## src/rtl/cu_prefetch_stream_arbiter_pkg.sv

```systemverilog
// Shared types and defaults for the prefetch stream arbiter.
//
// Contents:
//   arb_state_t          arbiter FSM encoding (IDLE / RUN / DRAIN)
//   CommandBufferLine    one command-buffer entry (valid, cu_id, command, address, size)
//   ResponseBufferLine   one response entry (valid, originating command, data)
//   BufferStatus         alfull / full / empty flags
//   STREAM_ARB_*         default FIFO depth and almost-full level
//   status_from_count    occupancy -> BufferStatus
package cu_prefetch_stream_arbiter_pkg;

  localparam int CU_ID_W = 8;
  localparam int ADDR_W  = 32;
  localparam int DATA_W  = 32;

  localparam logic [CU_ID_W-1:0] PREFETCH_READ_CONTROL_ID = 8'h20;

  localparam int STREAM_ARB_FIFO_DEPTH   = 4;
  localparam int STREAM_ARB_ALFULL_LEVEL = 2;

  typedef enum logic [1:0] {
    IDLE  = 2'd0,
    RUN   = 2'd1,
    DRAIN = 2'd2
  } arb_state_t;

  typedef struct packed {
    logic               valid;
    logic [CU_ID_W-1:0] cu_id;
    logic [3:0]         command;
    logic [ADDR_W-1:0]  address;
    logic [7:0]         size;
  } CommandBufferLine;

  typedef struct packed {
    logic             valid;
    CommandBufferLine cmd;
    logic [DATA_W-1:0] data;
  } ResponseBufferLine;

  typedef struct packed {
    logic alfull;
    logic full;
    logic empty;
  } BufferStatus;

  function automatic BufferStatus status_from_count(input int unsigned count,
                                                    input int unsigned depth,
                                                    input int unsigned alfull_level);
    BufferStatus s;
    s.alfull = (count >= alfull_level);
    s.full   = (count == depth);
    s.empty  = (count == 0);
    return s;
  endfunction

endpackage

```

## src/rtl/cu_prefetch_stream_fifo.sv

```systemverilog
// Per-stream skid FIFO holding CommandBufferLine entries.
//
// Ports:
//   clock      in   system clock
//   rst        in   asynchronous reset, active-high
//   push       in   enqueue push_data (dropped if full and not popping this cycle)
//   push_data  in   entry to enqueue
//   pop        in   dequeue head (ignored when empty)
//   head       out  current head entry (valid only while not_empty)
//   not_empty  out  combinational occupancy != 0, used by the arbiter
//   status     out  registered alfull/full/empty, one cycle behind occupancy
//   overflow   out  sticky: a push was dropped because the FIFO was full
module cu_prefetch_stream_fifo
  import cu_prefetch_stream_arbiter_pkg::*;
#(
  parameter int DEPTH        = STREAM_ARB_FIFO_DEPTH,
  parameter int ALFULL_LEVEL = STREAM_ARB_ALFULL_LEVEL
) (
  input  logic             clock,
  input  logic             rst,
  input  logic             push,
  input  CommandBufferLine push_data,
  input  logic             pop,
  output CommandBufferLine head,
  output logic             not_empty,
  output BufferStatus      status,
  output logic             overflow
);

  localparam int PTR_W = $clog2(DEPTH);
  localparam int CNT_W = PTR_W + 1;

  CommandBufferLine mem [DEPTH];
  logic [PTR_W-1:0] wr_ptr;
  logic [PTR_W-1:0] rd_ptr;
  logic [CNT_W-1:0] count;
  logic             is_full;
  logic             do_push;
  logic             do_pop;

  assign is_full   = (count == CNT_W'(DEPTH));
  assign not_empty = (count != '0);
  assign do_pop    = pop & not_empty;
  // A pop in the same cycle frees the slot, so a full FIFO still accepts the push.
  assign do_push   = push & (~is_full | do_pop);
  assign head      = mem[rd_ptr];

  always_ff @(posedge clock or posedge rst) begin
    if (rst) begin
      wr_ptr   <= '0;
      rd_ptr   <= '0;
      count    <= '0;
      status   <= status_from_count(0, DEPTH, ALFULL_LEVEL);
      overflow <= 1'b0;
    end else begin
      if (do_push) wr_ptr <= wr_ptr + 1'b1;
      if (do_pop)  rd_ptr <= rd_ptr + 1'b1;
      case ({do_push, do_pop})
        2'b10:   count <= count + 1'b1;
        2'b01:   count <= count - 1'b1;
        default: count <= count;
      endcase
      // Deliberately sampled from the pre-update occupancy; the almost-full
      // margin absorbs the extra cycle of engine latency.
      status <= status_from_count(32'(count), DEPTH, ALFULL_LEVEL);
      if (push & ~do_push) overflow <= 1'b1;
    end
  end

  // Storage needs no reset: pointers and count define what is valid.
  always_ff @(posedge clock) begin
    if (do_push) mem[wr_ptr] <= push_data;
  end

endmodule

```

## src/rtl/cu_prefetch_stream_arbiter.sv

```systemverilog
// Shares one prefetch command buffer between NUM_STREAMS prefetch engines.
// Each engine pushes into its own skid FIFO; FIFOs drain round-robin into
// command_out. Responses are routed back to the owning engine by cmd.cu_id.
//
// Optional build macro: PREFETCH_ARB_STARVE_GUARD_EN
//   Adds per-stream 8-bit wait counters; a stream whose counter hits 255 is
//   granted ahead of round-robin (lowest index first). Undefined: pure
//   round-robin, no counters.
//
// Ports:
//   clock                  in   system clock
//   rst                    in   asynchronous reset, active-high
//   enabled_in             in   global enable
//   stream_command_in      in   per-engine command, pushed when .valid
//   stream_buffer_status   out  per-FIFO alfull/full/empty to the engines
//   command_buffer_status  in   downstream command buffer status
//   command_out            out  arbitrated command, one-cycle pulse
//   response_in            in   shared response stream
//   stream_response_out    out  routed responses, one-cycle latency
//   stream_overflow        out  sticky per-stream push-while-full flag
//
// FSM states:
//   state | meaning
//   IDLE  | disabled and drained; pushes accepted, no grants
//   RUN   | enabled; grants each cycle downstream has room
//   DRAIN | disabled with queued commands; keep granting until all FIFOs empty
module cu_prefetch_stream_arbiter
  import cu_prefetch_stream_arbiter_pkg::*;
#(
  parameter int                 NUM_STREAMS    = 4,
  parameter logic [CU_ID_W-1:0] STREAM_ID_BASE = PREFETCH_READ_CONTROL_ID,
  parameter int                 FIFO_DEPTH     = STREAM_ARB_FIFO_DEPTH,
  parameter int                 ALFULL_LEVEL   = STREAM_ARB_ALFULL_LEVEL
) (
  input  logic              clock,
  input  logic              rst,
  input  logic              enabled_in,
  input  CommandBufferLine  stream_command_in [NUM_STREAMS],
  output BufferStatus       stream_buffer_status [NUM_STREAMS],
  input  BufferStatus       command_buffer_status,
  output CommandBufferLine  command_out,
  input  ResponseBufferLine response_in,
  output ResponseBufferLine stream_response_out [NUM_STREAMS],
  output logic [NUM_STREAMS-1:0] stream_overflow
);

  localparam int IDX_W = $clog2(NUM_STREAMS);

  arb_state_t       state_q;
  arb_state_t       state_d;
  logic             grant_en;
  logic             any_pending;
  logic             downstream_stall;
  logic             status_empty_unused;

  CommandBufferLine fifo_head [NUM_STREAMS];
  logic [NUM_STREAMS-1:0] fifo_not_empty;
  logic [NUM_STREAMS-1:0] pop;

  logic [IDX_W-1:0] last_grant;
  logic [IDX_W-1:0] grant_idx;
  logic             grant_valid;

  // A full downstream buffer is treated like almost-full; its empty flag is not needed.
  assign downstream_stall    = command_buffer_status.alfull | command_buffer_status.full;
  assign status_empty_unused = command_buffer_status.empty;
  assign any_pending         = |fifo_not_empty;

  for (genvar i = 0; i < NUM_STREAMS; i++) begin : g_fifo
    cu_prefetch_stream_fifo #(
      .DEPTH        (FIFO_DEPTH),
      .ALFULL_LEVEL (ALFULL_LEVEL)
    ) u_fifo (
      .clock     (clock),
      .rst       (rst),
      .push      (stream_command_in[i].valid),
      .push_data (stream_command_in[i]),
      .pop       (pop[i]),
      .head      (fifo_head[i]),
      .not_empty (fifo_not_empty[i]),
      .status    (stream_buffer_status[i]),
      .overflow  (stream_overflow[i])
    );
  end

  // State register
  always_ff @(posedge clock or posedge rst) begin
    if (rst) state_q <= IDLE;
    else     state_q <= state_d;
  end

  // Next-state logic
  always_comb begin
    state_d = state_q;
    case (state_q)
      IDLE:    if (enabled_in) state_d = RUN;
      RUN:     if (!enabled_in) state_d = any_pending ? DRAIN : IDLE;
      DRAIN: begin
        if (enabled_in)        state_d = RUN;
        else if (!any_pending) state_d = IDLE;
      end
      default: state_d = IDLE;
    endcase
  end

  // FSM outputs
  always_comb begin
    grant_en = (state_q == RUN) || (state_q == DRAIN);
  end

`ifdef PREFETCH_ARB_STARVE_GUARD_EN
  logic [7:0]             wait_cnt [NUM_STREAMS];
  logic [NUM_STREAMS-1:0] starved;

  always_comb begin
    for (int s = 0; s < NUM_STREAMS; s++) begin
      starved[s] = fifo_not_empty[s] && (wait_cnt[s] == 8'hFF);
    end
  end

  always_ff @(posedge clock or posedge rst) begin
    if (rst) begin
      for (int s = 0; s < NUM_STREAMS; s++) wait_cnt[s] <= '0;
    end else begin
      for (int s = 0; s < NUM_STREAMS; s++) begin
        if (pop[s])
          wait_cnt[s] <= '0;
        else if (fifo_not_empty[s] && (wait_cnt[s] != 8'hFF))
          wait_cnt[s] <= wait_cnt[s] + 1'b1;
      end
    end
  end
`endif

  // Grant selection: first non-empty FIFO after last_grant, wrapping.
  always_comb begin : p_grant
    int  cand;
    logic forced;
    cand        = 0;
    forced      = 1'b0;
    grant_valid = 1'b0;
    grant_idx   = '0;
    if (grant_en && !downstream_stall) begin
      for (int k = 1; k <= NUM_STREAMS; k++) begin
        cand = (int'(last_grant) + k) % NUM_STREAMS;
        if (!grant_valid && fifo_not_empty[cand]) begin
          grant_valid = 1'b1;
          grant_idx   = IDX_W'(cand);
        end
      end
`ifdef PREFETCH_ARB_STARVE_GUARD_EN
      for (int s = 0; s < NUM_STREAMS; s++) begin
        if (!forced && starved[s]) begin
          forced      = 1'b1;
          grant_valid = 1'b1;
          grant_idx   = IDX_W'(s);
        end
      end
`endif
    end
  end

  always_comb begin
    pop = '0;
    if (grant_valid) pop[grant_idx] = 1'b1;
  end

  always_ff @(posedge clock or posedge rst) begin
    if (rst) begin
      last_grant  <= IDX_W'(NUM_STREAMS - 1);
      command_out <= '0;
    end else begin
      if (grant_valid) last_grant <= grant_idx;
      command_out <= grant_valid ? fifo_head[grant_idx] : '0;
    end
  end

  // Response routing runs regardless of FSM state; unmatched cu_ids vanish.
  always_ff @(posedge clock or posedge rst) begin
    if (rst) begin
      for (int i = 0; i < NUM_STREAMS; i++) stream_response_out[i] <= '0;
    end else begin
      for (int i = 0; i < NUM_STREAMS; i++) begin
        if (response_in.valid &&
            (response_in.cmd.cu_id == STREAM_ID_BASE + CU_ID_W'(i)))
          stream_response_out[i] <= response_in;
        else
          stream_response_out[i] <= '0;
      end
    end
  end

endmodule
```

## config.mk

```make
export PLATFORM = sky130hd
export DESIGN_NAME = cu_prefetch_stream_arbiter
export DESIGN_NICKNAME = d
export VERILOG_FILES = /design/src/rtl/cu_prefetch_stream_arbiter_pkg.sv /design/src/rtl/cu_prefetch_stream_fifo.sv /design/src/rtl/cu_prefetch_stream_arbiter.sv
export SDC_FILE = /design/constraint.sdc
export NUM_CORES = 1
export LEC_CHECK = 0
export ABC_AREA = 0
export BUFFER_PORTS_ARGS = -buffer_cell sky130_fd_sc_hd__buf_4
export CELL_PAD_IN_SITES_DETAIL_PLACEMENT = 1
export CELL_PAD_IN_SITES_GLOBAL_PLACEMENT = 1
export CORE_MARGIN = 8
export CORE_UTILIZATION = 40
export DETAILED_ROUTE_END_ITERATION = 10
export PLACE_DENSITY = 0.76
export SYNTH_ARGS = -nofsm -noshare
export SYNTH_HDL_FRONTEND = slang
export SYNTH_SLANG_ARGS = --single-unit
```

## constraint.sdc

```tcl
create_clock -name clock -period 24.9 [get_ports clock]
set_clock_uncertainty 0.1 [all_clocks]
set_input_delay 1.245 -clock clock [delete_from_list [all_inputs] [get_ports clock]]
set_output_delay 1.245 -clock clock [all_outputs]
set_load 0.05 [all_outputs]
```

* Word level (Yosys, flattened, before mapping) *
Memories as Yosys holds them, arrays and structs flattened.
Index checks and enable logic that the tools add are counted.

cells by class
  $add $sub $neg = 20
  $lt $le $gt $ge = 11
  equal/unequal tests = 21
  muxes and demuxes = 54
  bitwise operators = 30
  reduce and logical (&&, ||, !) cells = 33

operators by type and width
  kind                                                 number
  two-way mux 86 bit                                   4
  two-way mux 53 bit                                   3
  binary-select mux 53 bit (select 2 bit)              1
  equality test 8 x 6 -> 1 bit, second input constant  4
  two-way mux 1 bit                                    25
  one-hot mux 3 bit (2 select lines)                   4
  adder 2 x 1 -> 2 bit, second input constant          10
  two-way mux 2 bit                                    10
  < comparator 3 x 4 -> 1 bit, second input constant   4
  adder 3 x 1 -> 3 bit, second input constant          4
  AND 1 bit                                            12
  equality test 3 bit, second input constant           4
  >= comparator 3 x 2 -> 1 bit, second input constant  4
  logical NOT 3 bit                                    4
  nonzero test 3 bit                                   4
  subtractor 3 x 1 -> 3 bit, second input constant     4
  equality test 2 x 1 -> 1 bit, second input constant  5
  equality test 2 bit, second input constant           5
  logical AND 1 bit                                    9
  binary-select mux 1 bit (select 2 bit)               4
  NOT 1 bit                                            8
  nonzero test 2 bit                                   4
  OR reduction 2 bit                                   4
  one-hot mux 2 bit (3 select lines)                   1
  other kinds (16)                                     28

word-level totals
  bits in registers = 445
  RAM bits = 848
  output and inout bits = 413
  logic and storage cells = 236
  memories kept = 4

memory list
  name                  words  width  read ports  clocked after Yosys merged registers in  write ports  RTL line                       source
  g_fifo[0].u_fifo.mem  4      53     1           0                                        1            cu_prefetch_stream_fifo.sv:33  CommandBufferLine mem [DEPTH];
  g_fifo[1].u_fifo.mem  4      53     1           0                                        1            cu_prefetch_stream_fifo.sv:33
  g_fifo[2].u_fifo.mem  4      53     1           0                                        1            cu_prefetch_stream_fifo.sv:33
  g_fifo[3].u_fifo.mem  4      53     1           0                                        1            cu_prefetch_stream_fifo.sv:33

* Longest topological paths before layout *
  depth in word-level cells = 30
  depth in mapped cells = 15
  depth with buffers taken out = 13

* Hierarchy *
From an unflattened synthesis, not the netlist that was laid out.

unflattened totals
  cells, all modules = 2276
  area, all modules = 46943.8 um^2

by module, submodules not included
  module                      times used  cells an instance  area an instance (um^2)
  cu_prefetch_stream_fifo     4           323                8224.1
  cu_prefetch_stream_arbiter  1           984                14047.2

* Least setup slack after synthesis *
No wires, ideal clock.

  path kind = input -> register
  from = input command_buffer_status[1] (netlist name)
  to = memory g_fifo[0].u_fifo.mem[0][0] (netlist name) (enable)
  setup time = 464 ps
  data arrival time = 4649 ps
  data required time = 24336 ps
  setup slack = 19687 ps
  cell stages on the path = 7
  buffers on the path = 2
  path through = nor2_1 and2_1 clkbuf_1 and2_1 clkbuf_1 a31oi_2 nor2_1

between the ends
  longest elaborated chain between the ends = 14

RTL lines
  item                                                                                               RTL line                           source
  start: declaration                                                                                 cu_prefetch_stream_arbiter.sv:40   input BufferStatus command_buffer_status,
  OR 1 bit *                                                                                         cu_prefetch_stream_arbiter.sv:65   assign downstream_stall = command_buffer_status.alfull | command_buffer_status.full;
  logical NOT 1 bit *                                                                                cu_prefetch_stream_arbiter.sv:143  if (grant_en && !downstream_stall) begin
  logical AND 1 bit *                                                                                cu_prefetch_stream_arbiter.sv:143
  two-way mux 2 bit                                                                                  cu_prefetch_stream_arbiter.sv:143
  < comparator 2 x 3 -> 1 bit (implied by the code) or >= comparator 2 x 1 -> 1 bit (tied branches)  cu_prefetch_stream_arbiter.sv:165  if (grant_valid) pop[grant_idx] = 1'b1;
  logical AND 1 bit (implied by the code)                                                            cu_prefetch_stream_arbiter.sv:165
  two-way mux 1 bit (implied by the code)                                                            cu_prefetch_stream_arbiter.sv:165
  demux 1 bit (select 2 bit)                                                                         cu_prefetch_stream_arbiter.sv:165
  two-way mux 4 bit *                                                                                cu_prefetch_stream_arbiter.sv:165
  AND 1 bit *                                                                                        cu_prefetch_stream_fifo.sv:43      assign do_pop = pop & not_empty;
  OR 1 bit *                                                                                         cu_prefetch_stream_fifo.sv:45      assign do_push = push & (~is_full | do_pop);
  AND 1 bit *                                                                                        cu_prefetch_stream_fifo.sv:45
  two-way mux 1 bit *                                                                                cu_prefetch_stream_fifo.sv:72      if (do_push) mem[wr_ptr] <= push_data;
  two-way mux 1 bit (implied by the code) *                                                          cu_prefetch_stream_fifo.sv:72
  end: declaration                                                                                   cu_prefetch_stream_fifo.sv:33

Every way passes the cells marked *; elsewhere a longest branch is shown, timed or not.

* Final worst setup path *
  from = input command_buffer_status[1] (netlist name)
  to = memory g_fifo[2].u_fifo.mem[0][31] (netlist name) (enable)

between the ends
  longest elaborated chain between the ends = 14

RTL lines
  item                                                                                               RTL line
  OR 1 bit *                                                                                         cu_prefetch_stream_arbiter.sv:65
  logical NOT 1 bit *                                                                                cu_prefetch_stream_arbiter.sv:143
  logical AND 1 bit *                                                                                cu_prefetch_stream_arbiter.sv:143
  two-way mux 2 bit                                                                                  cu_prefetch_stream_arbiter.sv:143
  < comparator 2 x 3 -> 1 bit (implied by the code) or >= comparator 2 x 1 -> 1 bit (tied branches)  cu_prefetch_stream_arbiter.sv:165
  logical AND 1 bit (implied by the code)                                                            cu_prefetch_stream_arbiter.sv:165
  two-way mux 1 bit (implied by the code)                                                            cu_prefetch_stream_arbiter.sv:165
  demux 1 bit (select 2 bit)                                                                         cu_prefetch_stream_arbiter.sv:165
  two-way mux 4 bit *                                                                                cu_prefetch_stream_arbiter.sv:165
  AND 1 bit *                                                                                        cu_prefetch_stream_fifo.sv:43
  OR 1 bit *                                                                                         cu_prefetch_stream_fifo.sv:45
  AND 1 bit *                                                                                        cu_prefetch_stream_fifo.sv:45
  two-way mux 1 bit *                                                                                cu_prefetch_stream_fifo.sv:72
  two-way mux 1 bit (implied by the code) *                                                          cu_prefetch_stream_fifo.sv:72
  end: declaration                                                                                   cu_prefetch_stream_fifo.sv:33

Marks and branches as above.

==> results.md <==
* Input/output buffers at 715
* Sink Count at 1293
* Grt ovf at 0
* Setup tns final at 0 ns
* Post-synth EDFFs at 848
* # fillers at 10890
* Worst Tran Pin Value at 1.034 ns
* Number of H-tree levels at 4
* Via Count at 25730
* Seq cells post-synth at 1293
* Cell Area, Synth at 47130 µm²
* Die area at 129100 µm²
* Area grow syn2layout at 24.81%
* Die Width at 359.2 µm
* Clk root buf: clkbuf_16
* Via-to-Cell Ratio at 5.261
* Hold WS at 0.3587 ns
* Library cells used by synthesis at 61
* Setup Fix Bufs, Post-CTS at 0
* Site Rows at 126
* Hold path start: g_fifo[3].u_fifo.overflow
* Core Area at 117500 µm²
* Final Cycle Share at 0.2175
* Peak Freq at 184.6 MHz
* Tmin final at 5.416 ns
* Pwr Density at 112.8 nW/µm²
* Crit path DAT at 5.66 ns
* Starting Density at 0.4012
* Synth cell count leaders: edfxtp_1, dfrtp_1, and2_1, mux4_2, nand3_1
* Max-slew violation count at 0
* Rel. slew slack at 0.3107
* Clk_lat worst skew at 0.74 ns
* TritonRoute pass-1 iters at 5
* Fraction of registers with async set or reset after synthesis at 0.3442
* Clk buf depth at 3
* Status: finished clean
* IO Pins at 717
* Worst-path clk slew at 0.06 ns
* CTS Hold Buffers Added at 0
* Average cell area after synthesis at 19.16 µm²
* Hold Crit Class: flop to flop
* Post-CTS sizing at 0
* GRT Overall Usage at 0.2251
* Hold Fails Final Rpt at 0
* Setup crit end kind: flop
* Most common cell in the netlist: edfxtp_1
* Total power at 6637 µW
* Post-Synthesis Cells at 2460
* Seq/Total Area, Yosys at 0.7768
* Total routed wirelength at 147700 µm
* Vias in the first global route at 27960
* Critical path origin: command_buffer_status[1]
* Crit Path Category: input port to flop
* Synthesis Warnings at 0
* CP Max Fanout at 55
* Initial DRC Count at 1799
* Final setup violation count at 0
* HPWL Detailed at 101800 µm
* Worst VDD drop at 0.00009551 V
* Layout cells sized above 1 at 0.3645
* Per-cell routed wire length at 30.19 µm
* Leak at 0.02318 µW
* DRC viols at 0
* Die height at 359.2 µm
* # nets final at 3566
* Largest net degree at the start of global routing at 149
* Top FF cell, synth: edfxtp_1
* Cell taking the most area after synthesis: edfxtp_1
* Total CTS buffers at 139
* Placer's final routability congestion estimate at 0.8463
* Final ANT Viol Nets at 0
* Main area contributors after synthesis: edfxtp_1, dfrtp_1, mux4_2, and2_1, nand3_1
* Worst reg2reg startpoint: state_q[1]
* CTS tree: built
* Unrepaired setup endpoints after global routing: no
* Top cell type's share of synthesized area at 0.5403
* Initial antenna violation count at 39
* CP startpoint kind: input port
* Crit path required time at 25.15 ns
* MaxCap Viol Count at 0
* First-pass GRT wire length at 209900 µm
## layout by cell type (no fill, tap or decap), types with 6 or more instances in the layout
master     netlist  layout
clkinv_2         0      14
dfrtp_1        439     431
diode_2          0      16
bufinv_16        0       7
or3_1           53      53
clkinv_1         0      16
nor2_1          23      14
clkbuf_16        0     141
inv_1           34      33
o21ai_0         60      60
a32oi_1         53      53
and2_1         315     309
nand4_1          6       6
nand3_1        113     113
mux4_2         212     212
clkinv_8         0       8
ha_1            23      23
and2_2           0       6
edfxtp_1       848     848
nor2_4           0       9
buf_4            6     756
xor2_1           7       7
dfstp_2          6       6
nand2_1         32      30
clkbuf_8         0      10
conb_1           1      24
clkbuf_1       112      38
xnor2_1         12      12
## logic make-up after synthesis
kind of cell	synth area share
buffers and inverters	0.01527
AO/OA/AOI/OAI	0.02283
other	0.00007957
AND/OR/NAND/NOR	0.07192
multiplexers	0.1018
flip-flops	0.7768
XOR/XNOR	0.003531
adder cells (fa/ha/maj)	0.007806
## area by class of cell
| cell class | instances | area (µm²) | share of cell area |
|---|---|---|---|
| flip-flops and latches | 1293 | 36630 | 0.6227 |
| multi-input cells | 1010 | 9998 | 0.1700 |
| repair buffers | 757 | 5687 | 0.09668 |
| clock buffers | 189 | 3809 | 0.06475 |
| well taps | 1536 | 1922 | 0.03267 |
| clock inverters | 56 | 599.3 | 0.01019 |
| inverters | 34 | 135.1 | 0.002297 |
| diodes | 16 | 40.04 | 0.0006807 |
## worst max-delay path, cell delays in order
cell and delay [ns]:
buf_4 0.11, nor2_1 0.30, and2_2 0.21, buf_4 0.60, and2_2 0.27, buf_4 0.49, nand4_1 0.72, a21boi_2 0.51
and2_2 0.50, buf_4 0.63
## per-layer routing
layer	global-route usage	up-vias	routed length [µm]	part of all wire
met1	0.2529	13600	53510	0.36
met3	0.07884	255	11890	0.081
li1	-	10950	-	-
met4	0.07624	42	5215	0.035
met5	0	-	278	0.0019
met2	0.3982	891	76780	0.52
## power by group
group / total, µW / switching, µW / internal [µW]
registers: 2880 / 192 / 2690
clock network: 2000 / 845 / 1150
logic: 1760 / 1160 / 595
## flip-flops by register name, indices dropped and copies added (netlist names), 4 cells and up
name                    cells
command_out                53
g_fifo.u_fifo.count        12
g_fifo.u_fifo.mem         848
g_fifo.u_fifo.overflow      4
g_fifo.u_fifo.rd_ptr        8
g_fifo.u_fifo.status       12
g_fifo.u_fifo.wr_ptr        8
stream_response_out       344
## metrics by stage
stage	area (µm²)	utilization	instances	setup slack (ns)
finish	58820	0.5008	4891	19.48
global route	58790	0.5005	4877	19.23
CTS	58770	0.5004	4874	19.42
detailed placement	54360	0.4628	4629	18.63
global placement	54360	0.4628	4629	18.66
floorplan	47210	-	2483	11.16
## path summary, 6_finish.rpt
path	end	slack [ns]	cells past startpoint
min	g_fifo[3].u_fifo.overflow	0.36	1
min reg2reg	g_fifo[3].u_fifo.overflow	0.36	1
max	g_fifo[2].u_fifo.mem[0][31]	19.48	10
max reg2reg	g_fifo[2].u_fifo.mem[0][31]	19.72	10
min in group asynchronous	stream_response_out[142]	0.62	2
max in group asynchronous	stream_response_out[200]	20.94	5
No activity file was read; power rests on OpenSTA's default activity.
